--- config.mk ---
export PLATFORM = sky130hd
export DESIGN_NAME = branch_resolve_unit
export DESIGN_NICKNAME = d
export VERILOG_FILES = /design/src/rtl/branch_resolve_unit.sv
export SDC_FILE = /design/constraint.sdc
export NUM_CORES = 1
export LEC_CHECK = 0
export CAP_MARGIN = 20
export CORE_AREA = 2 2 172 107
export CTS_CLUSTER_DIAMETER = 40
export DETAILED_ROUTE_END_ITERATION = 6
export DIE_AREA = 0 0 174 109
export PLACE_DENSITY = 0.74
export SLEW_MARGIN = 15
export SYNTH_ARGS = -nofsm -noshare
export SYNTH_HDL_FRONTEND = slang
export SYNTH_SLANG_ARGS = --single-unit
--- constraint.sdc ---
create_clock -name clk -period 3.5 [get_ports clk]
set_clock_uncertainty 0.15 [all_clocks]
set_input_delay 0.35 -clock clk [delete_from_list [all_inputs] [get_ports clk]]
set_output_delay 0.35 -clock clk [all_outputs]
set_load 0.05 [all_outputs]
--- src/rtl/branch_resolve_unit.sv ---
// branch_resolve_unit: EX-stage MIPS branch resolver with a 2-bit PHT predictor; BRU_STATS_EN adds branch/mispredict counters
module branch_resolve_unit #(
   parameter int DATA_W    = 32,
   parameter int PHT_DEPTH = 64,
   parameter int CNT_W     = 16
) (
   input  logic              clk,
   input  logic              reset_n,
   input  logic [31:0]       id_pc,
   output logic              id_pred_taken,
   input  logic              ex_valid,
   input  logic [31:0]       ex_instr,
   input  logic [31:0]       ex_pc,
   input  logic [DATA_W-1:0] ex_rs_val,
   input  logic [DATA_W-1:0] ex_rt_val,
   input  logic              ex_pred_taken,
   output logic              res_valid,
   output logic              res_taken,
   output logic              res_link,
   output logic              res_mispredict,
   output logic              res_flush,
   output logic [CNT_W-1:0]  branch_cnt,
   output logic [CNT_W-1:0]  mispred_cnt
);
   localparam int IDX_W = $clog2(PHT_DEPTH);

   logic [1:0]       pht [PHT_DEPTH];
   logic [IDX_W-1:0] id_idx, ex_idx;
   logic [5:0]       op;
   logic [4:0]       rt_f;
   logic             rs_neg, rs_zero, is_branch, cond, link, resolve;
   logic [1:0]       pht_cur, pht_next;
   logic             unused_bits;

   assign id_idx        = id_pc[IDX_W+1:2];
   assign ex_idx        = ex_pc[IDX_W+1:2];
   assign op            = ex_instr[31:26];
   assign rt_f          = ex_instr[20:16];
   assign rs_neg        = ex_rs_val[DATA_W-1];
   assign rs_zero       = ex_rs_val == '0;
   assign resolve       = ex_valid & is_branch;
   assign id_pred_taken = pht[id_idx][1];
   assign pht_cur       = pht[ex_idx];
   assign pht_next      = cond ? ((pht_cur == 2'b11) ? pht_cur : pht_cur + 2'b01)
                               : ((pht_cur == 2'b00) ? pht_cur : pht_cur - 2'b01);
   assign unused_bits   = ^{id_pc[31:IDX_W+2], id_pc[1:0], ex_pc[31:IDX_W+2], ex_pc[1:0],
                            ex_instr[25:21], ex_instr[15:0]};

   // decode the EX instruction and evaluate its branch condition as a signed compare against rt or zero
   always_comb begin
      is_branch = 1'b0;
      cond      = 1'b0;
      link      = 1'b0;
      case (op)
         6'b000100: begin is_branch = 1'b1;           cond = ex_rs_val == ex_rt_val; end
         6'b000101: begin is_branch = 1'b1;           cond = ex_rs_val != ex_rt_val; end
         6'b000110: begin is_branch = rt_f == 5'd0;   cond = rs_neg | rs_zero; end
         6'b000111: begin is_branch = rt_f == 5'd0;   cond = ~rs_neg & ~rs_zero; end
         6'b000001: begin
            is_branch = rt_f[3:1] == 3'b000;
            cond      = rt_f[0] ? ~rs_neg : rs_neg;
            link      = rt_f[4] & is_branch;
         end
         default: ;
      endcase
   end

   // register the resolution for exactly one cycle; non-branches clear every result
   always_ff @(posedge clk or negedge reset_n) begin
      if (!reset_n) begin
         res_valid      <= 1'b0;
         res_taken      <= 1'b0;
         res_link       <= 1'b0;
         res_mispredict <= 1'b0;
         res_flush      <= 1'b0;
      end else begin
         res_valid      <= resolve;
         res_taken      <= resolve & cond;
         res_link       <= resolve & link;
         res_mispredict <= resolve & (cond != ex_pred_taken);
         res_flush      <= resolve & (cond != ex_pred_taken);
      end
   end

   // train the saturating counter of the resolved branch; reset leaves every entry weakly not-taken
   always_ff @(posedge clk or negedge reset_n) begin
      if (!reset_n) begin
         for (int i = 0; i < PHT_DEPTH; i++) pht[i] <= 2'b01;
      end else if (resolve) begin
         pht[ex_idx] <= pht_next;
      end
   end

`ifdef BRU_STATS_EN
   // saturating statistics for resolved branches and mispredictions
   always_ff @(posedge clk or negedge reset_n) begin
      if (!reset_n) begin
         branch_cnt  <= '0;
         mispred_cnt <= '0;
      end else if (resolve) begin
         branch_cnt  <= (branch_cnt == '1) ? branch_cnt : branch_cnt + 1'b1;
         mispred_cnt <= (cond == ex_pred_taken || mispred_cnt == '1) ? mispred_cnt : mispred_cnt + 1'b1;
      end
   end
`else
   assign branch_cnt  = '0;
   assign mispred_cnt = '0;
`endif
endmodule

==> metrics.yaml, run 1 <==
power.density_mw_per_mm2: 430
diodes: 0
arrival_ps: 2820
post-route-drc-count: 0
grt_start_max_net_pins: 62
numCtsBuffers: 17
total_power_mw: 4.10
crit_fanout: 16
grt_pass1_wl_um: 34600
register_area_mm2: 0.00338
outcome: "complete, no violations"
synth_flop_cell: "dfrtp_1"
multi_input_area_mm2: 0.00391
setup_viol: 0
nets: 1027
max_freq_mhz: 301
dp_slack_ps: 178
rr_startpoint: "pht[8]"
start_kind: "primary input"
die_area_mm2: 0.0190
synth_edf_count: 0
drive_gt1_share_pct: 26.0
worstPathRequired_ps: 3000
drt_iter0_markers: 625
cts.clk_slew.worst_paths_ps: 60
maxCapViolCount: 0
postLayoutSetupSlackWorst_ps: 177
viasPerCell: 5.59
ys_ff_latch: 132
whs_path_depth: 3
dr.pass1.iters: 7
port_buffers: 96
grt-ovfl-total: 0
io_pins: 202
syn_area_per_cell_um2: 10.0
yosysWarnings: 0
antenna_found_initial: 0
r2r_cells: 7
ant_nets: 0
end_kind: "output pin"
ctsHtreeMaxLevel: 4
root_buffer: "clkbuf_16"
path_class: "in -> out"
min_period_ps: 3320
instances_no_fill: 1116
final_cell_mix: "nor2_1 (201), clkdlybuf4s50_1 (91), a21oi_1 (71), dfrtp_1 (68), dfstp_2 (64)"
syn_to_final_growth_pct: 23.5
ys_seq_area_share_pct: 43.9
routed_wl_um: 21900
place.gp.congestion: 0.855
syn_inst: 767
drv_slew: 0
timing.final.crit_share_pct: 94.9
r2r_slack_ps: 630
power.leakage_nw: 3.63
hold_start: "ex_instr[20]"
min_path_type: "in -> reg"
finalSetupTns_ps: 0
ir_drop_uv: 401
rsz0062_at_grt: "false"
grt_usage_pct: 24.1
slew_headroom_pct: 46.0
start_util_pct: 44.0
min_to: "res_link"
dp.cells: 1083
r2r-end: "pht[14]"
core-area_mm2: 0.0175
synth_area_mm2: 0.00771
hold_violations: 0
vias: 6237
async_flop_share_pct: 100
fp.dieH_um: 109
rows: 38
clock_path_buffers: 2
fillers: 1555
layout_commonest_cell: "nor2_1"
wire_per_inst_um: 19.6
first_global_vias: 5966
worst_pin_slew_ps: 810
dp_hpwl_um: 15600
insertion_delay_ps: 420
fp.dieW_um: 174
cts_tree: "done"
cts.sinks: 132
synth.distinct_cells: 47
-- synth_stat cells, types with 2 or more instances --
library cell | number | area [µm²]
nor2_1 | 201 | 754
a21oi_1 | 71 | 355
dfrtp_1 | 68 | 1700
dfstp_2 | 64 | 1680
a21oi_2 | 60 | 526
buf_4 | 34 | 255
mux4_2 | 34 | 766
xnor2_1 | 33 | 289
mux2i_1 | 18 | 180
buf_2 | 14 | 70.1
nand4_1 | 14 | 87.6
buf_6 | 11 | 124
clkbuf_1 | 11 | 41.3
nand2_1 | 11 | 41.3
nor4_1 | 11 | 68.8
o211ai_1 | 11 | 82.6
a221oi_1 | 9 | 78.8
nand3_1 | 9 | 45.0
nand3b_1 | 9 | 67.6
a22o_1 | 8 | 70.1
a31oi_1 | 8 | 50.1
buf_1 | 8 | 30.0
o21ai_0 | 7 | 35.0
nor2b_1 | 5 | 31.3
a22oi_1 | 3 | 22.5
nand2b_1 | 3 | 18.8
nor3b_1 | 3 | 22.5
o21ai_1 | 3 | 15.0
or4_1 | 3 | 22.5
a221o_1 | 2 | 20.0
nor3_1 | 2 | 10.0
o22a_1 | 2 | 17.5
o22ai_1 | 2 | 12.5
or3_1 | 2 | 12.5
-- kinds of logic after synthesis --
kind of cell / count (synthesis) / synth area share (%)
AOI/OAI and AO/OA: 188 / 16.9
xor gates and xnor gates: 34 / 3.86
adders and majority gates: 1 / 0.146
buffers and inverters: 81 / 6.92
DFF: 132 / 43.9
muxes: 52 / 12.3
other: 1 / 0.0487
and+or+nand+nor: 278 / 16.0
-- power breakdown --
group | internal, mW | switching [mW]
Combinational | 0.241 | 0.354
Clock | 1.14 | 0.774
Sequential | 1.56 | 0.0189
Total | 2.95 | 1.15
-- through the flow --
step                      area (µm²)  util (%)  hold slack, ps
final                           9520      54.4             337
after global routing            9520      54.4             373
after CTS                       9520      54.4             331
after floorplan                 7820         -           -95.6
after detailed placement        8890      50.8             344
after global placement          8890      50.8             334
-- worst max-delay path, stage by stage --
cell and delay (ps):
clkdlybuf4s50_1 500, buf_12 210, mux4_2 570, mux4_2 500
mux4_2 480, buf_4 200
-- how the worst max path moves through the flow --
stage               startpoint            end  slack, ps  cells past startpoint
global placement      id_pc[2]  id_pred_taken        180                      6
finish                id_pc[2]  id_pred_taken        180                      6
CTS                   id_pc[2]  id_pred_taken        180                      6
detailed placement    id_pc[2]  id_pred_taken        180                      6
floorplan             id_pc[2]  id_pred_taken         80                      5
global route          id_pc[2]  id_pred_taken        140                      6
-- area by class of cell --
cell class	instances	area share, %
Tap cell	240	3.15
Sequential cell	132	35.5
Clock buffer	17	4.47
Timing Repair Buffer	125	13.6
Inverter	2	0.0789
Clock inverter	15	2.04
Multi-Input combinational cell	585	41.1
-- registers in the layout, summed over array words and instances (netlist names) --
signal / count
res_link: 1
res_valid: 1
pht: 128
res_taken: 1
res_flush: 1
-- metal layers --
layer,track usage [%],vias up,share of wire [%],wire [µm]
li1,-,2877,-,-
met1,36.5,3084,48,10400
met2,34.8,246,44,9560
met3,6.00,30,7.6,1670
met4,5.16,0,1.1,238
met5,0,-,0,0
-- timing repair --
| item | 4_1_cts | 5_1_grt |
|---|---|---|
| buffers inserted | 0 | 0 |
| resized for setup | 0 | 0 |
| hold buffers | 1 | 0 |
| hold endpoints to repair | 33 | 0 |
Power figures use the tool's default switching activity.
==> run 2: changes to the inputs <==
Settings changed: SLEW_MARGIN 15 to 0.
==> results of run 2 <==
Final layout, timing and power as in run 1 (identical DEF).
==> run 3: changes to the inputs <==
Settings changed: CORE_AREA 2 2 172 107 to 2 2 164 102, DIE_AREA 0 0 174 109 to 0 0 166 104, PLACE_DENSITY 0.74 to 0.8.
==> run 3 against run 2 <==
Compared with the run above: sequential power hardly changed; critical path type unchanged; final area fell by 0.99%; power decreased by 1.7%; sequential share of layout area rose by 0.35 points; non-clock buffer count down 3; critical endpoint unchanged; routed wire length rose by 0.46%.
==> metrics.yaml, run 3 (synthesized netlist as in run 1, its figures left out) <==
core-area_mm2: 0.0158  # was 0.0175 mm²
cts.sinks: 132  # unchanged
grt-ovfl-total: 0  # unchanged
first_global_vias: 6213  # was 5966
port_buffers: 96  # unchanged
nets: 1024  # was 1027
viasPerCell: 5.96  # was 5.59
cts.clk_slew.worst_paths_ps: 60  # about the same
outcome: "complete, no violations"  # unchanged
grt_pass1_wl_um: 34800  # was 34600 µm
ant_nets: 0  # unchanged
placed_area_mm2: 0.00880  # was 0.00889 mm²
wire_per_inst_um: 20.3  # was 19.6 µm
dp_hpwl_um: 15200  # was 15600 µm
die_area_mm2: 0.0173  # was 0.0190 mm²
cts_resized: 0  # unchanged
finalSetupTns_ps: 0  # unchanged
setup_viol: 0  # unchanged
max_freq_mhz: 298  # was 301 MHz
io_pins: 202  # unchanged
min_path_type: "reg -> reg"  # was in -> reg
diodes: 0  # unchanged
rsz0062_at_grt: "false"  # unchanged
grt_start_max_net_pins: 76  # was 62
ctsHtreeMaxLevel: 4  # unchanged
hold_violations: 0  # unchanged
fp.dieW_um: 166  # was 174 µm
ir_drop_uv: 269  # was 401 µV
insertion_delay_ps: 420  # about the same
power.leakage_nw: 3.60  # was 3.63 nW
rows: 36  # was 38
final_cell_mix: "nor2_1 (201), clkdlybuf4s50_1 (91), a21oi_1 (71), dfrtp_1 (68), dfstp_2 (64)"  # unchanged
cts_tree: "done"  # unchanged
post-route-drc-count: 0  # unchanged
worstPathRequired_ps: 3000  # about the same
crit_fanout: 16  # unchanged
fin_area_mm2: 0.00943  # was 0.00952 mm²
arrival_ps: 2860  # was 2820 ps
end_kind: "output pin"  # unchanged
vias: 6449  # was 6237
maxCapViolCount: 0  # unchanged
start_util_pct: 48.7  # was 44.0%
largest_reg_flops: 128  # unchanged
path_class: "in -> out"  # unchanged
antenna_found_initial: 0  # unchanged
drv_slew: 0  # unchanged
root_buffer: "clkbuf_16"  # unchanged
drt_iter0_markers: 841  # was 625
fp.dieH_um: 104  # was 109 µm
grt_usage_pct: 25.8  # was 24.1%
layout_commonest_cell: "nor2_1"  # unchanged
power.density_mw_per_mm2: 427  # was 430 mW/mm²
clock_path_buffers: 2  # unchanged
slew_headroom_pct: 35.3  # was 46.0%
fillers: 1269  # was 1555
dr.pass1.iters: 5  # was 7
instances_no_fill: 1082  # was 1116
numCtsBuffers: 17  # unchanged
timing.final.crit_share_pct: 96.0  # was 94.9%
start_kind: "primary input"  # unchanged
worst_pin_slew_ps: 970  # was 810 ps
fin_util_pct: 59.6  # was 54.4%
syn_to_final_growth_pct: 22.3  # was 23.5%
routed_wl_um: 22000  # was 21900 µm
drive_gt1_share_pct: 25.7  # was 26.0%
min_period_ps: 3360  # was 3320 ps
place.gp.congestion: 0.934  # was 0.855
dp.cells: 1049  # was 1083
largest-register: "pht"  # unchanged
==> run 3: changes by cell type in the layout (fill, tap and decap cells not counted) <==
cell / delta
clkbuf_1: +1
inv_6: -4
buf_12: -2
buf_4: -1
clkbuf_8: +2
clkinv_2: +2
clkinv_4: +1
inv_8: -2
==> run 3: final timing paths <==
kind	start	to	slack, ps	cells after the start
setup / recovery	id_pc[2]	id_pred_taken	140	6
hold / removal	pht[14]	pht[14]	360	2
setup reg to reg	pht[0]	pht[10]	630	7
hold reg to reg	pht[14]	pht[14]	360	2
max in group asynchronous	reset_n	pht[18]	1850	3
min in group asynchronous	reset_n	res_link	490	2
==> run 3: final cells by class <==
type / instances / area (µm²) / share of cell area (%)
multi-input cells: 585 / 3910 / 41.5
flip-flops and latches: 132 / 3380 / 35.9
clock inverters: 12 / 155 / 1.65
clock buffers: 20 / 457 / 4.85
repair buffers: 122 / 1250 / 13.3
inverters: 2 / 7.51 / 0.0796
well taps: 209 / 262 / 2.77
==> run 3: layer usage <==
metal	track usage (%)	routed length (µm)
met5	0	0
met2	35.9	9500
met3	7.19	2250
met1	39.2	9800
met4	7.02	443
==> run 3: stage by stage <==
stage	hold slack [ps]	total power, mW	setup WS, ps
floorplan	-95.6	1.97	79.5
global placement	339	2.18	183
detailed placement	347	2.19	158
CTS	359	4.03	158
global route	374	4.15	117
finish	358	4.03	140
==> run 3: power by group <==
| part | switching, mW | total (mW) | internal, mW |
|---|---|---|---|
| Combinational | 0.358 | 0.594 | 0.235 |
| Clock | 0.688 | 1.85 | 1.16 |
| Sequential | 0.0189 | 1.58 | 1.56 |
| Total | 1.07 | 4.03 | 2.96 |
==> run 3: timing repair <==
item / in CTS / in global routing
hold buffers: 1 / 0
endpoints found under the hold margin: 37 / 0
setup buffers: 0 / 0
==> run 3: worst max-delay path, stage by stage <==
cell and delay [ps]:
clkdlybuf4s50_1 510, buf_12 210, mux4_2 550, mux4_2 520
mux4_2 500, buf_4 210
